**src/rtl/spi_slave_rx_pkg.sv**
```systemverilog
// Shared SPI definitions: DAC frame size, receiver FSM states, SPI mode.
// Imported by the receiver and usable by the SPI master side.
package spi_slave_rx_pkg;

    localparam int DAC_FRAME_BITS = 16;

    // SPI mode 0: clock idles low, data sampled on the rising edge
    localparam bit SPI_CPOL = 1'b0;
    localparam bit SPI_CPHA = 1'b0;

    typedef enum logic [1:0] {
        ST_ARM   = 2'd0,
        ST_IDLE  = 2'd1,
        ST_SHIFT = 2'd2
    } state_e;

endpackage

```
**src/rtl/spi_slave_rx_sync_edge.sv**
```systemverilog
// Multi-flop synchronizer for one asynchronous pin plus edge pulses.
// Ports: clk_i, rst_i (sync, active-high), d_i (async pin),
//        level_o (synced level), rise_o / fall_o (1-cycle edge pulses).
module spi_slave_rx_sync_edge #(
    parameter int STAGES = 2
) (
    input  logic clk_i,
    input  logic rst_i,
    input  logic d_i,
    output logic level_o,
    output logic rise_o,
    output logic fall_o
);

    logic [STAGES-1:0] sync_q;
    logic              prev_q;

    always_ff @(posedge clk_i) begin
        if (rst_i) begin
            sync_q <= '0;
            prev_q <= 1'b0;
        end else begin
            sync_q <= {sync_q[STAGES-2:0], d_i};
            prev_q <= sync_q[STAGES-1];
        end
    end

    assign level_o = sync_q[STAGES-1];
    assign rise_o  = sync_q[STAGES-1] & ~prev_q;
    assign fall_o  = ~sync_q[STAGES-1] & prev_q;

endmodule

```
**src/rtl/spi_slave_rx.sv**
```systemverilog
// SPI slave receiver: oversamples spi_clk/spi_cs_n/mosi in s_clk, one frame per cs_n window.
// Ports: s_clk, s_rst (sync, active-high), spi_clk, spi_cs_n, mosi (async pins);
//        rx_data (last good frame), rx_valid / frame_err (1-cycle strobes), busy (in SHIFT).
module spi_slave_rx
    import spi_slave_rx_pkg::*;
#(
    parameter int FRAME_BITS  = DAC_FRAME_BITS,
    parameter bit MSB_FIRST   = 1'b1,
    parameter int SYNC_STAGES = 2
) (
    input  logic                  s_clk,
    input  logic                  s_rst,
    input  logic                  spi_clk,
    input  logic                  spi_cs_n,
    input  logic                  mosi,
    output logic [FRAME_BITS-1:0] rx_data,
    output logic                  rx_valid,
    output logic                  frame_err,
    output logic                  busy
);

    localparam int CW = $clog2(FRAME_BITS + 2);
    localparam logic [CW-1:0] CNT_FULL = CW'(FRAME_BITS);
    localparam logic [CW-1:0] CNT_SAT  = CW'(FRAME_BITS + 1);
    localparam bit SAMPLE_RISE = (SPI_CPOL == SPI_CPHA);

    logic sck_lvl, sck_rise, sck_fall;
    logic cs_lvl, cs_rise, cs_fall;
    logic mosi_lvl, mosi_rise, mosi_fall;
    logic sck_edge;
    logic unused_mosi_edges;

    state_e                state_q, state_d;
    logic [FRAME_BITS-1:0] shift_q, shift_d;
    logic [CW-1:0]         cnt_q, cnt_d;
    logic [FRAME_BITS-1:0] data_q, data_d;
    logic                  valid_q, valid_d;
    logic                  err_q, err_d;

    spi_slave_rx_sync_edge #(.STAGES(SYNC_STAGES)) u_sync_sck (
        .clk_i(s_clk), .rst_i(s_rst), .d_i(spi_clk),
        .level_o(sck_lvl), .rise_o(sck_rise), .fall_o(sck_fall)
    );

    spi_slave_rx_sync_edge #(.STAGES(SYNC_STAGES)) u_sync_cs (
        .clk_i(s_clk), .rst_i(s_rst), .d_i(spi_cs_n),
        .level_o(cs_lvl), .rise_o(cs_rise), .fall_o(cs_fall)
    );

    spi_slave_rx_sync_edge #(.STAGES(SYNC_STAGES)) u_sync_mosi (
        .clk_i(s_clk), .rst_i(s_rst), .d_i(mosi),
        .level_o(mosi_lvl), .rise_o(mosi_rise), .fall_o(mosi_fall)
    );

    // mosi is only ever sampled as a level, aligned with the clock edge pulse
    assign unused_mosi_edges = mosi_rise ^ mosi_fall ^ sck_lvl;

    assign sck_edge = SAMPLE_RISE ? sck_rise : sck_fall;

    function automatic logic [FRAME_BITS-1:0] shift_in(
        input logic [FRAME_BITS-1:0] sr,
        input logic                  b
    );
        if (MSB_FIRST) return {sr[FRAME_BITS-2:0], b};
        else           return {b, sr[FRAME_BITS-1:1]};
    endfunction

    always_ff @(posedge s_clk) begin
        if (s_rst) begin
            state_q <= ST_ARM;
            shift_q <= '0;
            cnt_q   <= '0;
            data_q  <= '0;
            valid_q <= 1'b0;
            err_q   <= 1'b0;
        end else begin
            state_q <= state_d;
            shift_q <= shift_d;
            cnt_q   <= cnt_d;
            data_q  <= data_d;
            valid_q <= valid_d;
            err_q   <= err_d;
        end
    end

    // ARM only releases once cs_n is seen high, so a frame already
    // running at reset release is never partially captured.
    always_comb begin
        state_d = state_q;
        unique case (state_q)
            ST_ARM:   if (cs_lvl)  state_d = ST_IDLE;
            ST_IDLE:  if (cs_fall) state_d = ST_SHIFT;
            ST_SHIFT: if (cs_rise) state_d = ST_IDLE;
            default:               state_d = ST_ARM;
        endcase
    end

    // cs_n edges take priority, so a coincident clock edge is dropped.
    always_comb begin
        shift_d = shift_q;
        cnt_d   = cnt_q;
        data_d  = data_q;
        valid_d = 1'b0;
        err_d   = 1'b0;
        unique case (state_q)
            ST_IDLE: begin
                if (cs_fall) begin
                    shift_d = '0;
                    cnt_d   = '0;
                end
            end
            ST_SHIFT: begin
                if (cs_rise) begin
                    if (cnt_q == CNT_FULL) begin
                        data_d  = shift_q;
                        valid_d = 1'b1;
                    end else begin
                        err_d = 1'b1;
                    end
                end else if (sck_edge) begin
                    shift_d = shift_in(shift_q, mosi_lvl);
                    if (cnt_q != CNT_SAT) cnt_d = cnt_q + 1'b1;
                end
            end
            default: ;
        endcase
    end

    assign rx_data   = data_q;
    assign rx_valid  = valid_q;
    assign frame_err = err_q;
    assign busy      = (state_q == ST_SHIFT);

endmodule

```
**config.mk**
```make
export PLATFORM = sky130hd
export DESIGN_NAME = spi_slave_rx
export DESIGN_NICKNAME = d
export VERILOG_FILES = /design/src/rtl/spi_slave_rx_pkg.sv /design/src/rtl/spi_slave_rx_sync_edge.sv /design/src/rtl/spi_slave_rx.sv
export SDC_FILE = /design/constraint.sdc
export NUM_CORES = 1
export LEC_CHECK = 0
export BUFFER_PORTS_ARGS = -buffer_cell sky130_fd_sc_hd__buf_4
export CAP_MARGIN = 0
export CORE_ASPECT_RATIO = 1.5
export CORE_MARGIN = 5
export CORE_UTILIZATION = 51
export DETAILED_ROUTE_END_ITERATION = 16
export GPL_TIMING_DRIVEN = 0
export PLACE_DENSITY = 0.72
export RECOVER_POWER = 50
export SLEW_MARGIN = 20
export SYNTH_ARGS = -nofsm -noshare
export SYNTH_HDL_FRONTEND = slang
export SYNTH_SLANG_ARGS = --single-unit
```
**constraint.sdc**
```tcl
create_clock -name s_clk -period 1.6 [get_ports s_clk]
set_input_delay 0.16 -clock s_clk [delete_from_list [all_inputs] [get_ports s_clk]]
set_output_delay 0.16 -clock s_clk [all_outputs]
set_load 0.02 [all_outputs]
```
==> results_dict.tcl <==
set metrics [dict create \
    status "completed" \
    fillers 345 \
    antenna_cells 0 \
    routed-wl-met2_um 2290 \
    drive_above_1_share 0.254 \
    place_area_um2 2200 \
    grt.total_usage 0.169 \
    slew_headroom 0.566 \
    endpoint_kind "flop" \
    slew_viol_final 0 \
    gr-total-overflow 0 \
    r2r_slack_ps 60 \
    dr_wl_met3_um 148 \
    nets 243 \
    yosysSeqAreaShare 0.496 \
    drc 0 \
    vdd_drop_max_uv 771 \
    grt_first_pass_wirelength_um 6730 \
    syn_area_um2 1980 \
    grt_pass1_vias 1461 \
    setup-violations-final 0 \
    power_density_nw_per_um2 920 \
    finalCoreUtilization 0.641 \
    hold_class "primary input to flop" \
    synthArstFlopShare 0 \
    clkSinkCount 49 \
    wl_per_cell_um 14.8 \
    antenna_found_initial 0 \
    start_util 0.532 \
    wl_met1_um 1630 \
    numCtsBuffers 5 \
    critPathMaxFanout 5 \
    vias 1491 \
    p_leak_uw 0.000980 \
    synthCells 194 \
    syn-num-nets 202 \
    drv_cap 0 \
    finalCriticalPeriod_ps 1540 \
    first_pass_iters 4 \
    ant_nets 0 \
    die_h_um 86.3 \
    tightest_slew_ps 651 \
    rows 27 \
    h-tree-depth 2 \
    vias_per_cell 5.34 \
    ys_ff_latch 49 \
    finClkSkew_ps 8.73 \
    cp-start-kind "flop" \
    stdcell_area_um2 2380 \
    drt-initial-drc-count 31 \
    cts_max_path_buffers 2 \
    clock_latency_ps 300 \
    fmax_mhz 650 \
    gp_congestion 0.860 \
    syn-mean-instance-area_um2 10.2 \
    path_clk_slew_ps 80 \
    total_power_uw 2190 \
    drt-total-wl_um 4140 \
    critPathKind "flop to flop" \
    top_layer_used "met4" \
    ios 24 \
    cp.required_ps 1780 \
    die-area_um2 5250 \
    finalHoldViolCount 0 \
    synth.distinct_cells 35 \
    ys.flop_type "dfxtp_1" \
    synth_edf_count 0 \
    cts_tree "built" \
    ctsHoldBuffers 0 \
    yosysWarnings 0 \
    port_buffers 23 \
    grt_max_degree 15 \
    root_buffer "clkbuf_8" \
    area_delta_synth_final_pct 20.4 \
    post-route-period-util 0.961 \
    core_area_um2 3720 \
    die_w_um 60.9 \
    hpwlAfterDp_um 2730 \
    crit_arrival_ps 1710 \
]
-- cells in the mapped netlist, types with 4 or more instances --
library cell  count  share of area
a21oi_1           9          0.023
a21oi_2          10          0.044
clkbuf_1          4         0.0076
dfxtp_1          49           0.50
inv_1             4         0.0076
mux2i_1          16          0.081
nand2_1          18          0.034
nand2b_1          5          0.016
nand3_1          10          0.025
nand3_2          10          0.051
nor2_1           19          0.036
nor2b_1           9          0.028
-- worst max-delay path: stages (launching register included) --
cell	delay, ps
dfxtp_2	340
inv_2	80
ha_4	120
and4bb_2	280
nand4_4	180
clkbuf_16	220
mux2i_1	160
nor2_1	50
-- placed cells by master (no fill, tap or decap), types with 2 or more instances in the layout --
cell type,netlist,layout
inv_1,4,2
mux2i_1,16,16
buf_6,2,3
a21oi_1,9,9
nand2b_1,5,5
nand3_2,10,10
nor2_1,19,19
a21oi_2,10,10
nor2b_1,9,9
clkbuf_8,0,6
clkbuf_1,4,26
nand2_1,18,18
nand3_1,10,10
o21ai_1,3,3
nand4bb_1,2,2
ha_1,3,2
buf_2,3,2
dfxtp_1,49,47
inv_2,1,3
buf_4,1,13
-- area by class of cell --
type                    instances  area, µm²  share of cell area
flip-flops and latches         49        986               0.414
multi-input cells             128        912               0.383
repair buffers                 34        201              0.0846
plain buffers                  12       93.8              0.0394
clock buffers                   7       86.3              0.0362
well taps                      43       53.8              0.0226
clock inverters                 1       30.0              0.0126
inverters                       5       18.8             0.00788
-- report_power, final --
| part | leakage, µW | internal [µW] | switching (µW) |
|---|---|---|---|
| Clock | 0.0000585 | 510 | 384 |
| Sequential | 0.000397 | 1230 | 7.09 |
| Combinational | 0.000524 | 25.1 | 39.3 |
| Total | 0.000980 | 1760 | 430 |
-- flip-flops by register name, summed over array words and instances, names as in the netlist --
signal and count:
u_sync_cs.prev_q 1, rx_data 16, rx_valid 1, u_sync_cs.sync_q 2, u_sync_mosi.sync_q 2, cnt_q 5, state_q 2, frame_err 1
u_sync_sck.prev_q 1, u_sync_sck.sync_q 2, shift_q 16
-- layer usage --
| layer | GRT usage | vias up |
|---|---|---|
| met4 | 0.0750 | 0 |
| met1 | 0.183 | 717 |
| li1 | - | 738 |
| met2 | 0.303 | 29 |
| met5 | 0 | - |
| met3 | 0.0358 | 7 |
-- what timing repair did --
| action | in CTS | in global routing |
|---|---|---|
| setup endpoints to repair | 11 | 26 |
| pin swaps | 1 | 1 |
| resized for setup | 2 | 11 |
| cloned | 0 | 1 |
| setup buffers | 2 | 8 |
-- final timing paths --
path / startpoint / endpoint / depth (start not counted)
min reg2reg: u_sync_cs.sync_q[0] / u_sync_cs.sync_q[1] / 1
max: cnt_q[1] / rx_data[6] / 7
max reg2reg: cnt_q[1] / rx_data[6] / 7
min: spi_cs_n / u_sync_cs.sync_q[0] / 2
-- cells by family (layout without fill, tap and decap cells) --
group,count (synthesis),after routing,share of synthesized area
fa+ha+maj,3,3,0.0190
simple gates,80,80,0.242
flops,49,49,0.496
compound gates,28,28,0.108
buf+inv,17,59,0.0493
mux,17,17,0.0867
-- stage by stage --
stage               setup slack [ps]  setup TNS (ps)  hold WS [ps]  std cells
floorplan                       90.5               0           288        194
global placement               -30.1            -198           371        260
detailed placement             -93.0            -717           381        260
CTS                             7.48               0          65.9        270
global route                   -1.49           -1.49          71.8        279
finish                          62.0               0          73.9        279
No activity file was read; power rests on OpenSTA's default activity.
